==> src/rtl/mem_port_arb_pkg.sv <==
// Shared types for mem_port_arb: FSM states, transaction owner ids and the
// width of the fetch-starvation counter.
package mem_port_arb_pkg;

  typedef enum logic [1:0] {
    IDLE = 2'd0,
    REQ  = 2'd1,
    WAIT = 2'd2
  } state_e;

  typedef enum logic {
    OWN_FE = 1'b0,
    OWN_DA = 1'b1
  } owner_e;

  // Wide enough for FAIR_MAX up to 15.
  localparam int STARVE_W = 4;

endpackage

==> src/rtl/mem_port_arb_pick.sv <==
// Winner select for the shared memory port: data has priority, but fetch is
// forced through after FAIR_MAX consecutive data wins while it was waiting.
module mem_port_arb_pick
  import mem_port_arb_pkg::*;
#(
  parameter int FAIR_MAX = 4
) (
  input  logic   clk,
  input  logic   rst,
  input  logic   arb_en,
  input  logic   fe_req,
  input  logic   da_req,
  output owner_e winner
);

  localparam logic [STARVE_W-1:0] FAIR_LIM = STARVE_W'(FAIR_MAX);

  logic [STARVE_W-1:0] starve_cnt_q, starve_cnt_d;

  always_comb begin
    winner = (fe_req && (!da_req || starve_cnt_q == FAIR_LIM)) ? OWN_FE : OWN_DA;
  end

  // NOTE: every variable gets a default first so no path leaves it unassigned (no latch).
  always_comb begin
    starve_cnt_d = starve_cnt_q;
    if (arb_en && (fe_req || da_req)) begin
      if (winner == OWN_FE)
        starve_cnt_d = '0;
      else if (fe_req && starve_cnt_q != FAIR_LIM)
        starve_cnt_d = starve_cnt_q + 1'b1;
    end
  end

  // NOTE: state registers use non-blocking assignments so all flops update together.
  always_ff @(posedge clk or posedge rst) begin
    if (rst) starve_cnt_q <= '0;
    else     starve_cnt_q <= starve_cnt_d;
  end

endmodule

==> src/rtl/mem_port_arb.sv <==
// Serialises fetch and load/store requests onto one synchronous memory port.
// Optional WAIT-state timeout is built when MEM_PORT_ARB_TIMEOUT_EN is defined.
module mem_port_arb
  import mem_port_arb_pkg::*;
#(
  parameter int AW       = 32,
  parameter int DW       = 32,
  parameter int FAIR_MAX = 4,
  parameter int TIMEOUT  = 255
) (
  input  logic          clk,
  input  logic          rst,
  input  logic          fe_req,
  input  logic [AW-1:0] fe_addr,
  output logic          fe_gnt,
  output logic          fe_rvalid,
  output logic [DW-1:0] fe_rdata,
  output logic          fe_err,
  input  logic            da_req,
  input  logic            da_we,
  input  logic [AW-1:0]   da_addr,
  input  logic [DW-1:0]   da_wdata,
  input  logic [DW/8-1:0] da_be,
  output logic            da_gnt,
  output logic            da_rvalid,
  output logic [DW-1:0]   da_rdata,
  output logic            da_err,
  output logic            mem_req,
  output logic            mem_we,
  output logic [AW-1:0]   mem_addr,
  output logic [DW-1:0]   mem_wdata,
  output logic [DW/8-1:0] mem_be,
  input  logic            mem_gnt,
  input  logic            mem_rvalid,
  input  logic [DW-1:0]   mem_rdata,
  output logic            busy
);

  state_e            state_q;
  owner_e            owner_q, winner;
  logic              mem_req_q, mem_we_q;
  logic [AW-1:0]     mem_addr_q;
  logic [DW-1:0]     mem_wdata_q;
  logic [DW/8-1:0]   mem_be_q;
  logic              fe_rvalid_q, da_rvalid_q;
  logic [DW-1:0]     fe_rdata_q, da_rdata_q;
  logic              resp_fire;
  logic [DW-1:0]     resp_data;
`ifdef MEM_PORT_ARB_TIMEOUT_EN
  localparam logic [7:0] WAIT_LAST = 8'(TIMEOUT - 1);
  logic              resp_err;
  logic              fe_err_q, da_err_q;
  logic [7:0]        wait_cnt_q;
`endif

  mem_port_arb_pick #(.FAIR_MAX(FAIR_MAX)) u_pick (
    .clk    (clk),
    .rst    (rst),
    .arb_en (state_q == IDLE),
    .fe_req (fe_req),
    .da_req (da_req),
    .winner (winner)
  );

  // A response is either real read data or, with the timeout built, an error.
  always_comb begin
    resp_fire = 1'b0;
    resp_data = mem_rdata;
`ifdef MEM_PORT_ARB_TIMEOUT_EN
    resp_err  = 1'b0;
`endif
    if (state_q == WAIT) begin
      if (mem_rvalid) begin
        resp_fire = 1'b1;
      end
`ifdef MEM_PORT_ARB_TIMEOUT_EN
      else if (wait_cnt_q == WAIT_LAST) begin
        resp_fire = 1'b1;
        resp_err  = 1'b1;
        resp_data = '0;
      end
`endif
    end
  end

  always_ff @(posedge clk or posedge rst) begin
    if (rst) begin
      state_q     <= IDLE;
      owner_q     <= OWN_FE;
      mem_req_q   <= 1'b0;
      mem_we_q    <= 1'b0;
      mem_addr_q  <= '0;
      mem_wdata_q <= '0;
      mem_be_q    <= '0;
      fe_rvalid_q <= 1'b0;
      da_rvalid_q <= 1'b0;
      fe_rdata_q  <= '0;
      da_rdata_q  <= '0;
`ifdef MEM_PORT_ARB_TIMEOUT_EN
      fe_err_q    <= 1'b0;
      da_err_q    <= 1'b0;
      wait_cnt_q  <= '0;
`endif
    end else begin
      fe_rvalid_q <= 1'b0;
      da_rvalid_q <= 1'b0;
      case (state_q)
        IDLE: if (fe_req || da_req) begin
          owner_q   <= winner;
          mem_req_q <= 1'b1;
          state_q   <= REQ;
          if (winner == OWN_DA) begin
            mem_we_q    <= da_we;
            mem_addr_q  <= da_addr;
            mem_wdata_q <= da_wdata;
            mem_be_q    <= da_be;
          end else begin
            // Fetches are full-word reads.
            mem_we_q    <= 1'b0;
            mem_addr_q  <= fe_addr;
            mem_wdata_q <= '0;
            mem_be_q    <= '1;
          end
        end
        REQ: if (mem_gnt) begin
          mem_req_q <= 1'b0;
          if (mem_we_q) begin
            state_q <= IDLE;
          end else begin
            state_q <= WAIT;
`ifdef MEM_PORT_ARB_TIMEOUT_EN
            wait_cnt_q <= '0;
`endif
          end
        end
        WAIT: if (resp_fire) begin
          state_q <= IDLE;
          if (owner_q == OWN_FE) begin
            fe_rvalid_q <= 1'b1;
            fe_rdata_q  <= resp_data;
`ifdef MEM_PORT_ARB_TIMEOUT_EN
            fe_err_q    <= resp_err;
`endif
          end else begin
            da_rvalid_q <= 1'b1;
            da_rdata_q  <= resp_data;
`ifdef MEM_PORT_ARB_TIMEOUT_EN
            da_err_q    <= resp_err;
`endif
          end
        end
`ifdef MEM_PORT_ARB_TIMEOUT_EN
        else begin
          wait_cnt_q <= wait_cnt_q + 8'd1;
        end
`endif
        default: state_q <= IDLE;
      endcase
    end
  end

  assign fe_gnt    = mem_gnt && (state_q == REQ) && (owner_q == OWN_FE);
  assign da_gnt    = mem_gnt && (state_q == REQ) && (owner_q == OWN_DA);
  assign fe_rvalid = fe_rvalid_q;
  assign da_rvalid = da_rvalid_q;
  assign fe_rdata  = fe_rdata_q;
  assign da_rdata  = da_rdata_q;
`ifdef MEM_PORT_ARB_TIMEOUT_EN
  assign fe_err    = fe_err_q;
  assign da_err    = da_err_q;
`else
  assign fe_err    = 1'b0;
  assign da_err    = 1'b0;
`endif
  assign mem_req   = mem_req_q;
  assign mem_we    = mem_we_q;
  assign mem_addr  = mem_addr_q;
  assign mem_wdata = mem_wdata_q;
  assign mem_be    = mem_be_q;
  assign busy      = (state_q != IDLE);

endmodule

==> config.mk <==
export PLATFORM = sky130hd
export DESIGN_NAME = mem_port_arb
export DESIGN_NICKNAME = d
export VERILOG_FILES = /design/src/rtl/mem_port_arb_pkg.sv /design/src/rtl/mem_port_arb_pick.sv /design/src/rtl/mem_port_arb.sv
export SDC_FILE = /design/constraint.sdc
export NUM_CORES = 1
export LEC_CHECK = 0
export BUFFER_PORTS_ARGS = -buffer_cell sky130_fd_sc_hd__buf_4
export CORE_ASPECT_RATIO = 0.9
export CORE_MARGIN = 2
export CORE_UTILIZATION = 42
export DETAILED_ROUTE_END_ITERATION = 8
export PLACE_DENSITY = 0.76
export SLEW_MARGIN = 25
export SYNTH_ARGS = -nofsm -noshare
export SYNTH_HDL_FRONTEND = slang
export SYNTH_HIERARCHICAL = 1
export SYNTH_SLANG_ARGS = --single-unit
==> constraint.sdc <==
create_clock -name clk -period 3.82 [get_ports clk]
set_clock_uncertainty 0.15 [all_clocks]
set_input_delay 0 -clock clk [delete_from_list [all_inputs] [get_ports clk]]
set_output_delay 0 -clock clk [all_outputs]
set_load 0.05 [all_outputs]
==> results of run 1 <==
==> cells by family after synthesis <==
| group | Yosys count | synth area share |
|---|---|---|
| buf+inv | 66 | 0.0536 |
| flops | 143 | 0.585 |
| simple gates | 58 | 0.0460 |
| mux | 168 | 0.302 |
| other cells | 1 | 0.000613 |
| fa+ha+maj | 2 | 0.00409 |
| compound gates | 8 | 0.00879 |
==> critical path, delay by kind of cell, from the launching register on <==
kind	cells	cell delay (ns)
adder cells (fa/ha/maj)	1	0.22
buffers and inverters	2	0.67
AND/OR/NAND/NOR	3	0.78
multiplexers	2	0.68
flip-flops	1	0.39
==> sequential cells by signal, indices dropped and copies added (netlist names) <==
signal,cells
da_rdata,32
fe_rdata,32
mem_addr,32
mem_wdata,32
mem_be,4
u_pick/starve_cnt_q,4
state_q,2
da_rvalid,1
fe_rvalid,1
mem_req,1
mem_we,1
owner_q,1
==> per-layer routing <==
metal / routed length [microns] / up-vias
li1: - / 2334
met4: 539 / 0
met1: 6750 / 2498
met2: 9890 / 198
met5: 0 / -
met3: 1100 / 45
==> power by group through the flow <==
stage / clock network [mW] / registers (mW) / logic [mW]
6_report: 1.57 / 2.63 / 5.21
5_1_grt: 1.68 / 2.71 / 5.41
4_1_cts: 1.60 / 2.61 / 5.19
3_5_place_dp: 0 / 2.62 / 5.05
3_3_place_gp: 0 / 2.59 / 4.95
2_1_floorplan: 0 / 4.89 / 1.23
==> layout make-up <==
cell class / count / area share
Timing Repair Buffer: 425 / 0.346
Tap cell: 193 / 0.0233
Clock inverter: 13 / 0.0107
Multi-Input combinational cell: 238 / 0.215
Clock buffer: 19 / 0.0437
Sequential cell: 143 / 0.345
Inverter: 42 / 0.0156
==> layout by cell type, fill, tap and decap left out, drive strengths merged, types with 2 or more instances in the layout <==
cell type / synthesis / final
buf: 18 / 284
dfrtp: 143 / 143
dlygate4sd3: 0 / 141
mux2: 133 / 133
inv: 42 / 43
nand2: 40 / 40
mux2i: 35 / 35
clkbuf: 6 / 19
clkinv: 0 / 6
nand2b: 5 / 5
clkinvlp: 0 / 5
nand3: 4 / 4
o21ai: 3 / 3
nor2: 2 / 2
a21o: 2 / 2
conb: 1 / 2
ha: 2 / 2
nor2b: 2 / 2
==> how the worst min path moves through the flow <==
stage / start / to / slack, ns / cells after the start
2_1_floorplan: rst / u_pick/starve_cnt_q[0] / -0.38 / 1
3_3_place_gp: rst / u_pick/starve_cnt_q[2] / -0.23 / 2
3_5_place_dp: rst / u_pick/starve_cnt_q[2] / -0.22 / 2
4_1_cts: mem_rvalid / fe_rvalid / 0.1 / 4
5_1_grt: rst / fe_rdata[0] / 0.01 / 3
6_report: rst / fe_rdata[4] / -0.005 / 3
==> synth_stat cells (all sizes together) (2+ instances only) <==
cell / instances / area, sq um
dfrtp: 143 / 3580
buf: 18 / 148
a21o: 2 / 15.0
nand2b: 5 / 31.3
o21ai: 3 / 15.0
inv: 42 / 158
ha: 2 / 25.0
mux2: 133 / 1500
nor2: 2 / 7.51
clkbuf: 6 / 22.5
nand2: 40 / 150
mux2i: 35 / 350
nand3: 4 / 25.0
nor2b: 2 / 20.0
==> through the flow <==
stage	setup slack (ns)	util	hold WS (ns)	instance area, sq um
after detailed placement	1.07	0.591	-0.220	8340
after CTS	0.507	0.731	0.0968	10300
after global routing	0.683	0.735	0.00974	10400
final	0.776	0.735	-0.00522	10400
after global placement	1.24	0.591	-0.227	8340
after floorplan	1.62	-	-0.384	6130
==> repair_timing <==
action,CTS,global route
endpoints found under the hold margin,185,0
setup endpoints to repair,0,0
hold buffers,141,0
==> results_dict.tcl, run 1 <==
set metrics [dict create \
    ys_types 27 \
    drv_slew 0 \
    setup_tns_ns 0 \
    rows 41 \
    ys_seq_area_frac 0.585 \
    multi_input_area_sq_um 2230 \
    port_buffers 277 \
    synth_seq_cells 143 \
    timing.final.crit_share 0.797 \
    wl_per_cell_microns 17.0 \
    vdd.ir_drop.worst_uv 642 \
    critPathKind "register to register" \
    coreArea_sq_um 14100 \
    grt-ovfl-total 0 \
    dpl.cell_count 898 \
    area_delta_synth_final_pct 69.4 \
    io_pins 280 \
    violations "hold timing" \
    gp_congestion 0.771 \
    worstPathMaxFanout 50 \
    drc 0 \
    cp-start-kind "register" \
    hold_viol 13 \
    grt.total_usage 0.238 \
    hold_ws_ns -0.00522 \
    clock.fmax_ghz 0.329 \
    syn-cell-area_sq_um 6120 \
    seqPwrFrac 0.279 \
    cts-resized-gates 0 \
    slowest_stage "dlygate4sd3_1" \
    top_usage_layer "met2" \
    num_vias 5075 \
    p_comb_frac 0.554 \
    power.density_nw_per_um2 908 \
    yosys_warnings 6 \
    cts_buffer_depth 2 \
    maxCapViolations 0 \
    numCtsBuffers 17 \
    syn_inst 446 \
    p_sw_mw 4.45 \
    crit_arrival_ns 3.19 \
    diodes 0 \
    crit_chain "inv_1 > ha_1 > nand3b_1 > nand2_1 > nand2_4 > mux2_2 > dlygate4sd3_1 > mux2_2" \
    clk_latency_ns 0.41 \
    cpPeakStageDelay_ns 0.58 \
    routed_wl_mm 18.3 \
    ff2ff_setup_slack_ns 0.78 \
    syn-mean-instance-area_sq_um 13.7 \
    die_h_microns 119 \
    min_path_type "input port to async pin" \
    tightest_slew_ns 0.900 \
    cp-end-kind "register" \
    seqCellArea_sq_um 3580 \
    synth_edf_count 0 \
    netSwitchingFraction 0.473 \
    fin_total_pwr_mw 9.41 \
    die_area_sq_um 15600 \
    cts_tree "done" \
    fp.dieW_microns 131 \
    grtUsageMet2 0.439 \
    cts_sinks 143 \
    critPathMostFrequentCell "mux2_2" \
    final_cells 1073 \
    antenna_found_initial 0 \
    required_ns 3.97 \
    grt_use_met1 0.252 \
    internal_power_mw 4.96 \
    setup_viol 0 \
    grt_pass1_vias 5694 \
    pwr-share-clk 0.167 \
    hpwlAfterDp_mm 11.2 \
    status "finished with violations" \
    r2r-end "mem_addr[4]" \
    ys.flop_type "dfrtp_1" \
    slew_headroom 0.399 \
    initial_utilization 0.434 \
    r2r_cells 8 \
    cts_setup_buffers 0 \
    ant_nets 0 \
    crit_start "u_pick/starve_cnt_q[0]" \
    drtIter0Drc 230 \
    drt_first_pass_iters 4 \
    rsz0062_at_grt "false" \
    grt_start_max_net_pins 75 \
    cts.clk_slew.worst_paths_ns 0.06 \
    p_leak_nw 5.15 \
    fin_crit_ns 3.04 \
    nNetsFinal 1008 \
    crit_end "mem_addr[4]" \
    drive_above_1_share 0.517 \
    grt_use_met3 0.0704 \
    grt_pass1_wl_mm 29.2 \
    synthArstFlopShare 1.00 \
    worstReg2RegStart "u_pick/starve_cnt_q[0]" \
    fillers 867 \
    htreeDepth 4 \
    root_buffer "clkbuf_16" \
    via_per_inst 4.73 \
]
Power figures use the tool's default switching activity.
==> inputs of run 2 (changes only) <==
==> constraint.sdc (replaced) <==
create_clock -name clk -period 2.51 [get_ports clk]
set_clock_uncertainty 0.15 [all_clocks]
set_input_delay 0 -clock clk [delete_from_list [all_inputs] [get_ports clk]]
set_output_delay 0 -clock clk [all_outputs]
set_load 0.05 [all_outputs]
==> results_dict.tcl, run 2 (synthesis results as in run 1) <==
set metrics [dict create \
    status "completed" \
    tightest_slew_ns 0.549 \
    drc 0 \
    coreArea_sq_um 14100 \
    critPathKind "register to register" \
    fp.dieW_microns 131 \
    setup_tns_ns 0 \
    cts.clk_slew.worst_paths_ns 0.06 \
    crit_arrival_ns 2.36 \
    min_path_type "input port to async pin" \
    cts_buffer_depth 2 \
    p_leak_nw 5.20 \
    cts_tree "done" \
    wl_per_cell_microns 17.1 \
    cts_setup_buffers 0 \
    fin_total_pwr_mw 14.6 \
    maxCapViolations 0 \
    drv_slew 0 \
    timing.final.crit_share 0.886 \
    multi_input_area_sq_um 2230 \
    drt_first_pass_iters 4 \
    final_cell_mix "buf_4, dfrtp_1, dlygate4sd3_1, mux2_2, inv_1" \
    grt.total_usage 0.243 \
    fin_ws_ns 0.286 \
    via_per_inst 4.72 \
    cp-end-kind "register" \
    drive_above_1_share 0.520 \
    setup_viol 0 \
    cp-start-kind "register" \
    routed_wl_mm 18.4 \
    crit_start "u_pick/starve_cnt_q[0]" \
    final_common_cell "buf_4" \
    antenna_found_initial 0 \
    grt-ovfl-total 0 \
    gp_congestion 0.804 \
    hold_ws_ns 0.161 \
    nNetsFinal 1010 \
    vdd.ir_drop.worst_uv 890 \
    worstPathMaxFanout 48 \
    post-place-ws_ns 0.315 \
    num_vias 5073 \
    root_buffer "clkbuf_16" \
    grt_pass1_wl_mm 30.0 \
    hold_viol 0 \
    dpl.cell_count 904 \
    grt_start_max_net_pins 97 \
    io_pins 280 \
    diodes 0 \
    required_ns 2.65 \
    rows 41 \
    die_area_sq_um 15600 \
    final_cells 1075 \
    rsz0062_at_grt "false" \
    fin_crit_ns 2.22 \
    postCtsHoldBufs 139 \
    die_h_microns 119 \
    design_area_sq_um 10500 \
    numCtsBuffers 17 \
    port_buffers 277 \
    hpwlAfterDp_mm 11.3 \
    seqCellArea_sq_um 3580 \
    cts_sinks 143 \
    ant_nets 0 \
    htreeDepth 4 \
    drtIter0Drc 258 \
    area_delta_synth_final_pct 70.9 \
    fillers 872 \
    initial_utilization 0.434 \
    final_util 0.741 \
    clk_latency_ns 0.41 \
    slew_headroom 0.634 \
    grt_pass1_vias 5769 \
    cts-resized-gates 0 \
    power.density_nw_per_um2 1400 \
    clock.fmax_ghz 0.450 \
    dpl_cell_area_sq_um 8430 \
    worstReg2RegStart "u_pick/starve_cnt_q[0]" \
]
## run 2: changes by cell type in the layout (fill, tap and decap cells not counted)
cell,delta
buf_12,+3
buf_16,-1
buf_4,+2
bufinv_16,+3
clkinv_2,-2
clkinv_4,-1
dlygate4sd3_1,-2
nand2_2,+1
nand2_4,-1
## run 2: critical path, cell delays in order, from the launching register on
cell      delay (ns)
dfrtp_1         0.40
inv_1           0.08
ha_1            0.22
nand3b_1        0.11
nand2_1         0.11
nand2_2         0.11
buf_12          0.25
mux2_2          0.38
mux2_2          0.28
## run 2: final cells by class
cell class              count  share of cell area
clock buffers              19              0.0433
flip-flops and latches    143               0.342
inverters                  42              0.0154
multi-input cells         238               0.213
clock inverters            13              0.0175
repair buffers            427               0.346
well taps                 193              0.0231
## run 2: path summary, 6_finish.rpt
| path | cells after the start | slack (ns) | end |
|---|---|---|---|
| worst max-delay path | 8 | 0.29 | mem_addr[6] |
| worst min-delay path | 4 | 0.16 | fe_rdata[3] |
| worst max register to register | 8 | 0.29 | mem_addr[6] |
| worst min register to register | 1 | 0.35 | mem_req |
| max in group asynchronous | 4 | 1.52 | u_pick/starve_cnt_q[0] |
| min in group clk | 3 | 0.22 | da_rdata[7] |
## run 2: layer usage
metal  global-route usage  part of all wire  vias up
met1                0.267              0.38     2500
met4               0.0924             0.027        0
met3               0.0682             0.058       40
met5                    0                 0        -
met2                0.448              0.54      192
li1                     -                 -     2341
## run 2: report_power, final
part | switching, mW | internal [mW]
registers | 0.638 | 3.37
logic | 5.19 | 2.78
clock network | 0.958 | 1.72
total | 6.79 | 7.86
